===== config.mk =====
export PLATFORM = sky130hd
export DESIGN_NAME = hazard_ctl
export DESIGN_NICKNAME = d
export VERILOG_FILES = /design/src/rtl/hazard_ctl.sv
export SDC_FILE = /design/constraint.sdc
export NUM_CORES = 1
export LEC_CHECK = 0
export BUFFER_PORTS_ARGS = -buffer_cell sky130_fd_sc_hd__buf_2
export CAP_MARGIN = 0
export CORE_MARGIN = 5
export CORE_UTILIZATION = 55
export CTS_CLUSTER_SIZE = 14
export DETAILED_ROUTE_END_ITERATION = 16
export GPL_TIMING_DRIVEN = 0
export MAX_ROUTING_LAYER = met4
export PLACE_DENSITY_LB_ADDON = 0.3
export SLEW_MARGIN = 20
export SYNTH_ARGS = -nofsm -noshare
export SYNTH_HDL_FRONTEND = slang
export SYNTH_SLANG_ARGS = --single-unit

===== constraint.sdc =====
create_clock -name clk -period 1.68 [get_ports clk]
set_clock_uncertainty 0.05 [all_clocks]
set_input_delay 0 -clock clk [delete_from_list [all_inputs] [get_ports clk]]
set_output_delay 0 -clock clk [all_outputs]
set_load 0.005 [all_outputs]

===== src/rtl/hazard_ctl.sv =====
// Pipeline hazard controller: shadow scoreboard, DIV occupancy sequencing, stall/flush and forwarding.
// Optional HAZARD_PERF_EN adds stall/flush cycle counters (perf_stall, perf_flush).
module hazard_ctl #(
    parameter int DIV_CYCLES = 32,
    parameter int CNT_W      = 6
) (
    input  logic       clk,
    input  logic       rst,
    input  logic       id_valid,
    input  logic [4:0] id_rs1,
    input  logic [4:0] id_rs2,
    input  logic       id_use1,
    input  logic       id_use2,
    input  logic [4:0] id_rd,
    input  logic       id_wreg,
    input  logic       id_rmem,
    input  logic       id_div,
    input  logic       ex_br_taken,
    output logic       stall_if,
    output logic       stall_id,
    output logic       stall_ex,
    output logic       flush_if,
    output logic       flush_id,
    output logic       bubble_mem,
    output logic [1:0] fwd_a,
    output logic [1:0] fwd_b,
    output logic       div_busy
`ifdef HAZARD_PERF_EN
    ,
    output logic [31:0] perf_stall,
    output logic [31:0] perf_flush
`endif
);

    // state  | meaning
    // IDLE   | normal flow; a DIV just entered EX is its first occupancy cycle
    // DIVRUN | DIV held in EX; counter == 1 marks the cycle it leaves for MEM
    typedef enum logic {IDLE, DIVRUN} state_t;

    state_t           state, state_nx;
    logic [CNT_W-1:0] cnt, cnt_nx;

    logic [4:0] ex_rd, ex_rs1, ex_rs2, mem_rd, wb_rd;
    logic       ex_wreg, ex_rmem, ex_div, ex_use1, ex_use2;
    logic       mem_wreg, wb_wreg;

    logic div_stall, div_last, br_flush, load_use, id_load;

    always_comb begin
        state_nx   = state;
        cnt_nx     = cnt;
        stall_if   = 1'b0;
        stall_id   = 1'b0;
        stall_ex   = 1'b0;
        flush_if   = 1'b0;
        flush_id   = 1'b0;
        bubble_mem = 1'b0;

        // The cycle a DIV first sits in EX already counts as occupancy, so it stalls from IDLE.
        div_last  = (state == DIVRUN) && (cnt == CNT_W'(1));
        div_stall = ((state == DIVRUN) && !div_last) || ((state == IDLE) && ex_div);
        div_busy  = div_stall || div_last;
        br_flush  = ex_br_taken && !div_busy;
        load_use  = ex_rmem && ex_wreg && id_valid && !div_busy && !ex_br_taken &&
                    ((id_use1 && (id_rs1 == ex_rd)) || (id_use2 && (id_rs2 == ex_rd)));

        if (div_stall) begin
            stall_if   = 1'b1;
            stall_id   = 1'b1;
            stall_ex   = 1'b1;
            bubble_mem = 1'b1;
        end else if (br_flush) begin
            flush_if = 1'b1;
            flush_id = 1'b1;
        end else if (load_use) begin
            stall_if = 1'b1;
            stall_id = 1'b1;
            flush_id = 1'b1;
        end

        case (state)
            IDLE: begin
                if (ex_div) begin
                    state_nx = DIVRUN;
                    cnt_nx   = CNT_W'(DIV_CYCLES - 1);
                end
            end
            DIVRUN: begin
                cnt_nx = cnt - CNT_W'(1);
                if (div_last) state_nx = IDLE;
            end
            default: state_nx = IDLE;
        endcase
    end

    assign id_load = id_valid && !flush_id;

    always_ff @(posedge clk) begin
        if (rst) begin
            state    <= IDLE;
            cnt      <= '0;
            ex_rd    <= '0;
            ex_rs1   <= '0;
            ex_rs2   <= '0;
            ex_wreg  <= 1'b0;
            ex_rmem  <= 1'b0;
            ex_div   <= 1'b0;
            ex_use1  <= 1'b0;
            ex_use2  <= 1'b0;
            mem_rd   <= '0;
            mem_wreg <= 1'b0;
            wb_rd    <= '0;
            wb_wreg  <= 1'b0;
        end else begin
            state   <= state_nx;
            cnt     <= cnt_nx;
            wb_rd   <= mem_rd;
            wb_wreg <= mem_wreg;
            if (div_stall) begin
                mem_rd   <= '0;
                mem_wreg <= 1'b0;
            end else begin
                mem_rd   <= ex_rd;
                mem_wreg <= ex_wreg;
                ex_rd    <= id_load ? id_rd : 5'd0;
                ex_rs1   <= id_load ? id_rs1 : 5'd0;
                ex_rs2   <= id_load ? id_rs2 : 5'd0;
                ex_wreg  <= id_load && id_wreg && (id_rd != 5'd0);
                ex_rmem  <= id_load && id_rmem;
                ex_div   <= id_load && id_div;
                ex_use1  <= id_load && id_use1;
                ex_use2  <= id_load && id_use2;
            end
        end
    end

    always_comb begin
        fwd_a = 2'd0;
        fwd_b = 2'd0;
        if (ex_use1 && mem_wreg && (mem_rd != 5'd0) && (mem_rd == ex_rs1))
            fwd_a = 2'd1;
        else if (ex_use1 && wb_wreg && (wb_rd != 5'd0) && (wb_rd == ex_rs1))
            fwd_a = 2'd2;
        if (ex_use2 && mem_wreg && (mem_rd != 5'd0) && (mem_rd == ex_rs2))
            fwd_b = 2'd1;
        else if (ex_use2 && wb_wreg && (wb_rd != 5'd0) && (wb_rd == ex_rs2))
            fwd_b = 2'd2;
    end

`ifdef HAZARD_PERF_EN
    always_ff @(posedge clk) begin
        if (rst) begin
            perf_stall <= '0;
            perf_flush <= '0;
        end else begin
            perf_stall <= perf_stall + 32'(stall_if);
            perf_flush <= perf_flush + 32'(flush_if);
        end
    end
`endif

endmodule


==> results.toml, run 1 <==
[synthesis]
avgSynthCellArea_sq_um = 9.21
yosysUniqueCellTypes = 34
yosys-top-cells-count = "nand2_1 (49), dfxtp_1 (39), xnor2_1 (22)"
synth_top_area_share = 0.384
async_flop_share = 0
synth_area_leader_cell = "dfxtp_1"
synth-edff-count = 0
synth_flop_cell = "dfxtp_1"
synthesis.area_sq_mm = 0.00203
synth.ff_latch_count = 39
syn_inst = 221
syn_nets = 247
seq_area_frac_synth = 0.384
netlist_top_cells_area = "dfxtp_1 (38%), o31ai_2 (12%), xnor2_1 (9.5%)"
synthMostInstantiatedCell = "nand2_1"
ys_warn_count = 0

[timing]
min_period_ns = 1.71
fmax_mhz = 586
tightest_slew_ns = 0.475
rsz0062_at_grt = "true"
finalHoldViolCount = 0
setup_viol = 2
timing.hold.ws_ns = 0.0697
drv_slew = 0
final.period_utilization = 1.02
relSlewSlack = 0.682
setup_ws_ns = -0.0254

[power_and_ir_drop]
total_power_mw = 2.27
powerDensity_mw_per_mm2 = 819
p_leak_nw = 1.15
ir_worst_vdd_mv = 0.413

[critical_path]
crit_chain = "or4_4 -> o21ai_4 -> nor3_2 -> nor3_1 -> buf_2"
critPathLaunchType = "register"
crit_slowest_cell = "or4_4"
cp.arrival_ns = 1.66
cp.required_ns = 1.63
crit_fanout = 2
cpPeakStageDelay_ns = 0.54
path_class = "register to primary output"
end_kind = "primary output"

[drt]
wl_met3_um = 295
drt-met1-wl_mm = 2.18
route.met2.wl_mm = 2.94
dr_total_vias = 1902
top_layer_used = "met4"
drtAntennaViolNets = 0
wl_per_cell_um = 16.5
drt_iter0_drc = 81
drt_pass1_iterations = 4
drc = 0
routed_via_density = 5.61
wirelength_mm = 5.59

[job]
cap_violations = 0

[grt]
grt_pass1_wl_mm = 8.55
grt_remaining_overflow = 0
grt_max_degree = 12
grt_pass1_vias = 1893
grt_usage = 0.227
antenna_found_initial = 0

[status]
outcome = "finished, violations left"
violations = "negative setup slack"

[place]
pre_cts_slack_ns = -0.0183
dp.final_hpwl_mm = 3.56
place.port_buffers = 34
place.gp.congestion = 0.900

[cells_and_area]
drive_gt1_frac = 0.357
n_antenna_cell = 0
nets = 317
regArea_sq_um = 795
final_core_util = 0.761
nFillCells = 258
multiInputGateArea_sq_mm = 0.00127
syn2layout_area_growth_pct = 36.0

[clock_network]
h-tree-depth = 2
cts_sinks = 39
cts_tree = "yes"
max-clock-path-buffers = 2
cts_buffers = 5
root_buffer = "clkbuf_8"
worstSkewPairLatency_ns = 0.30
path_clk_slew_ns = 0.07

[floorplan]
dieArea_sq_mm = 0.00502
die_h_um = 70.8
ios = 35
rows = 22
start_util = 0.560
core_area_sq_mm = 0.00363
die_w_um = 70.8

[hold_path]
min_path_type = "input port to register"
## cell usage in the layout, fill, tap and decap left out, types with 2 or more instances in the layout
master / synthesis / layout
a211oi_1: 3 / 2
a21oi_1: 5 / 4
a311oi_1: 3 / 3
and2_1: 6 / 6
buf_2: 2 / 34
buf_4: 4 / 12
buf_6: 2 / 3
clkbuf_1: 4 / 3
clkbuf_8: 0 / 6
dfxtp_1: 39 / 34
dfxtp_2: 0 / 2
dfxtp_4: 0 / 3
dlygate4sd3_1: 0 / 21
inv_1: 5 / 4
nand2_1: 49 / 49
nand2b_1: 3 / 2
nand3_1: 2 / 2
nand4_1: 9 / 9
nor2_1: 3 / 3
nor2b_1: 6 / 6
nor3_1: 8 / 5
nor3_2: 0 / 3
nor4_1: 2 / 2
o31ai_2: 20 / 19
or4_1: 3 / 2
xnor2_1: 22 / 18
xnor2_2: 0 / 4
xor2_1: 8 / 8
## cells by family (layout without fill, tap and decap cells)
group,count (synthesis),in the layout,synth area share
simple gates,94,94,0.226
compound gates,39,39,0.202
buf+inv,17,87,0.0474
xor+xnor,30,30,0.129
flops,39,39,0.384
fa+ha+maj,2,2,0.0123
## repair_timing
action	CTS	global route
pin swaps	9	4
buffers inserted	6	2
gates resized for setup	18	23
hold endpoints to repair	22	0
hold buffers	21	0
gates cloned	0	2
setup endpoints to repair	26	27
## path summary, 6_finish.rpt
path	startpoint	endpoint	slack, ns	depth (start not counted)
setup / recovery	mem_rd[1]	fwd_a[1]	-0.03	5
hold / removal	ex_br_taken	ex_rs2[0]	0.07	4
setup reg to reg	cnt[1]	ex_use1	0.05	7
hold reg to reg	cnt[0]	cnt[0]	0.44	1
## stage by stage
stage | cells | setup TNS [ns] | instance area [sq um]
after floorplan | 221 | 0 | 2030
after global placement | 303 | -0.232 | 2260
after detailed placement | 303 | -0.122 | 2260
after CTS | 337 | -0.108 | 2660
after global routing | 339 | -0.290 | 2770
final | 339 | -0.0289 | 2770
## layout make-up
class,instances,share of cell area
plain buffers,10,0.0262
clock buffers,6,0.0299
clock inverters,1,0.00181
inverters,5,0.00678
multi-input cells,165,0.459
flip-flops and latches,39,0.287
well taps,48,0.0217
repair buffers,65,0.167
## flip-flops by register name, summed over array words and instances, names as in the netlist
signal	count
ex_use2	1
ex_use1	1
cnt	6
ex_rd	5
wb_rd	5
mem_rd	5
state	1
ex_div	1
wb_wreg	1
ex_rmem	1
mem_wreg	1
ex_wreg	1
ex_rs1	5
ex_rs2	5
## report_power, final
group	internal [mW]	switching, mW
Sequential	0.981	0.0715
Combinational	0.276	0.286
Clock	0.322	0.329
Total	1.58	0.687
## routing by layer
metal / vias to the layer above / global-route usage
li1: 911 / -
met1: 894 / 0.235
met2: 73 / 0.408
met3: 24 / 0.0568
met4: 0 / 0.0919
met5: - / -
## critical path: cells and delay by family, from the launching register on
kind,cells,cell delay [ns]
DFF,1,0.34
buffers and inverters,1,0.14
and+or+nand+nor,3,0.72
AOI/OAI and AO/OA,1,0.16
No activity file was read; power rests on OpenSTA's default activity.
==> run 2, diff against run 1 <==
--- a/config.mk
+++ b/config.mk
@@ -5,10 +5,11 @@
 export SDC_FILE = /design/constraint.sdc
 export NUM_CORES = 1
 export LEC_CHECK = 0
+export ABC_AREA = 1
 export BUFFER_PORTS_ARGS = -buffer_cell sky130_fd_sc_hd__buf_2
 export CAP_MARGIN = 0
 export CORE_MARGIN = 5
-export CORE_UTILIZATION = 55
+export CORE_UTILIZATION = 30
 export CTS_CLUSTER_SIZE = 14
 export DETAILED_ROUTE_END_ITERATION = 16
 export GPL_TIMING_DRIVEN = 0
==> run 2 against run 1 <==
The flow now finishes without violations. Sequential cell count stayed put. Cell count up 23%. Power fell by 8.2%. Register-to-register slack better by 0.09 ns. Synthesized cell count rose by 24%. Worst setup slack improved by 0.10 ns. Global-route usage fell by 9.9 points. Via count rose by 2.1%.
==> results.toml, run 2 <==
[critical_path]
crit_fanout = 4
path_class = "register to primary output"
cpPeakStageDelay_ns = 0.35
crit_slowest_cell = "nor4b_4"
end_kind = "primary output"
cp_num_buf_inv = 2
cp.required_ns = 1.63
cp.arrival_ns = 1.55
path_delay_family = "simple AND/OR/NAND/NOR gates"
critPathLaunchType = "register"
crit_chain = "inv_2 -> a21oi_1 -> nand4_1 -> nor4b_4 -> nor2_1 -> buf_2"

[clock_network]
path_clk_slew_ns = 0.08
max-clock-path-buffers = 2
cts_buffers = 5
cts_sinks = 39
worstSkewPairLatency_ns = 0.29
root_buffer = "clkbuf_8"
h-tree-depth = 2
cts_tree = "yes"

[place]
place.gp.congestion = 0.925
place.port_buffers = 34
dp.final_hpwl_mm = 3.94

[drt]
drt_pass1_iterations = 4
drt_iter0_drc = 94
drtAntennaViolNets = 0
routed_via_density = 4.66
drc = 0
wl_per_cell_um = 12.3
dr_total_vias = 1942
wirelength_mm = 5.15

[synthesis]
async_flop_share = 0
syn_nets = 300
synth_flop_cell = "dfxtp_1"
synth.ff_latch_count = 39
seq_area_frac_synth = 0.399
avgSynthCellArea_sq_um = 7.13
netlist_top_cells_area = "dfxtp_1 (40%), nand2_1 (13%), inv_1 (8.3%)"
synthesis.area_sq_mm = 0.00195
syn_inst = 274
synth-edff-count = 0
synth_top_area_share = 0.399
synthMostInstantiatedCell = "nand2_1"
ys_warn_count = 0
synth_area_leader_cell = "dfxtp_1"
yosys-top-cells-count = "nand2_1 (69), inv_1 (43), dfxtp_1 (39)"
yosysUniqueCellTypes = 33

[floorplan]
dieArea_sq_mm = 0.00823
die_h_um = 90.7
ios = 35
start_util = 0.308
die_w_um = 90.7
core_area_sq_mm = 0.00635
rows = 29

[timing]
finalHoldViolCount = 0
final.period_utilization = 0.953
rsz0062_at_grt = "true"
setup_viol = 0
fmax_mhz = 624
drv_slew = 0
timing.hold.ws_ns = 0.0597
tightest_slew_ns = 0.466
min_period_ns = 1.60
relSlewSlack = 0.690

[power_and_ir_drop]
p_leak_nw = 1.16
ir_worst_vdd_mv = 0.501
powerDensity_mw_per_mm2 = 799

[cells_and_area]
nFillCells = 645
nets = 365
largest_reg_flops = 6
final_common_cell = "nand2_1"
mostFrequentLayoutCells = "nand2_1 (68), inv_1 (42), buf_2 (34)"
final_core_util = 0.410
top_register = "cnt"
n_antenna_cell = 0
drive_gt1_frac = 0.235
syn2layout_area_growth_pct = 33.2

[grt]
grt_max_degree = 13
grt_remaining_overflow = 0
grt_usage = 0.128
grt_pass1_wl_mm = 8.43
grt_pass1_vias = 1864
antenna_found_initial = 0

[status]
outcome = "finished clean"

[job]
cap_violations = 0

[hold_path]
min_path_type = "input port to register"
## run 2: changes by cell type after synthesis, moves of 20 or more
cell     delta
inv_1      +38
nand2_1    +20
nor2_1     +27
o22ai_1    +20
o31ai_2    -20
xnor2_1    -20
## run 2: worst register-to-register path, delay by kind of cell, from the launching register on
family / cells / cell delay (ns)
buffers and inverters: 3 / 0.36
AND/OR/NAND/NOR: 3 / 0.35
flip-flops: 1 / 0.35
adder cells (fa/ha/maj): 1 / 0.19
AO/OA/AOI/OAI: 1 / 0.16
## run 2: final timing paths
path                from   endpoint  slack [ns]  cells after the start
max            ex_rs2[4]   fwd_b[1]        0.08                      6
min          ex_br_taken  ex_rs2[0]        0.06                      4
max reg2reg       cnt[1]  ex_rs2[4]        0.14                      8
min reg2reg     mem_wreg    wb_wreg        0.39                      2
## run 2: repair_timing
item | CTS | global route
resized for setup | 1 | 15
setup endpoints to repair | 2 | 12
pin swaps | 0 | 2
buffers inserted | 0 | 2
endpoints found under the hold margin | 21 | 0
hold buffers | 22 | 0
## run 2: where the power goes
group          total, mW  internal (mW)  switching (mW)
registers           1.00          0.967          0.0364
clock network      0.712          0.374           0.339
logic              0.365          0.168           0.196
total               2.08           1.51           0.572
## run 2: cell families after synthesis
family | after synthesis | synth area share
adder cells (fa/ha/maj) | 2 | 0.0128
AND/OR/NAND/NOR | 127 | 0.298
XOR/XNOR | 4 | 0.0179
AO/OA/AOI/OAI | 47 | 0.152
buffers and inverters | 55 | 0.120
flip-flops | 39 | 0.399
## run 2: metal layers
| metal | part of all wire | vias to the layer above | GRT usage |
|---|---|---|---|
| met5 | 0 | - | - |
| met3 | 0.028 | 10 | 0.0183 |
| li1 | - | 1024 | - |
| met4 | 0.024 | 0 | 0.0596 |
| met2 | 0.50 | 40 | 0.219 |
| met1 | 0.45 | 868 | 0.147 |
## run 2: area by class of cell
cell class / instances / area, sq um / area share
Buffer: 7 / 56.3 / 0.0216
Tap cell: 77 / 96.3 / 0.0370
Timing Repair Buffer: 58 / 405 / 0.156
Sequential cell: 39 / 792 / 0.304
Clock inverter: 1 / 7.51 / 0.00288
Clock buffer: 7 / 96.3 / 0.0370
Inverter: 48 / 180 / 0.0692
Multi-Input combinational cell: 180 / 970 / 0.372
## run 2: per-stage QoR
step	TNS (ns)	power, mW	worst slack, ns	cells	cell area [sq um]
after CTS	0	2.09	0.0146	415	2550
final	0	2.08	0.0786	417	2600
after global routing	-0.0634	2.18	-0.0633	417	2600
after global placement	0	1.33	0.133	385	2220
after floorplan	0	1.23	0.346	274	1950
after detailed placement	0	1.34	0.130	385	2220
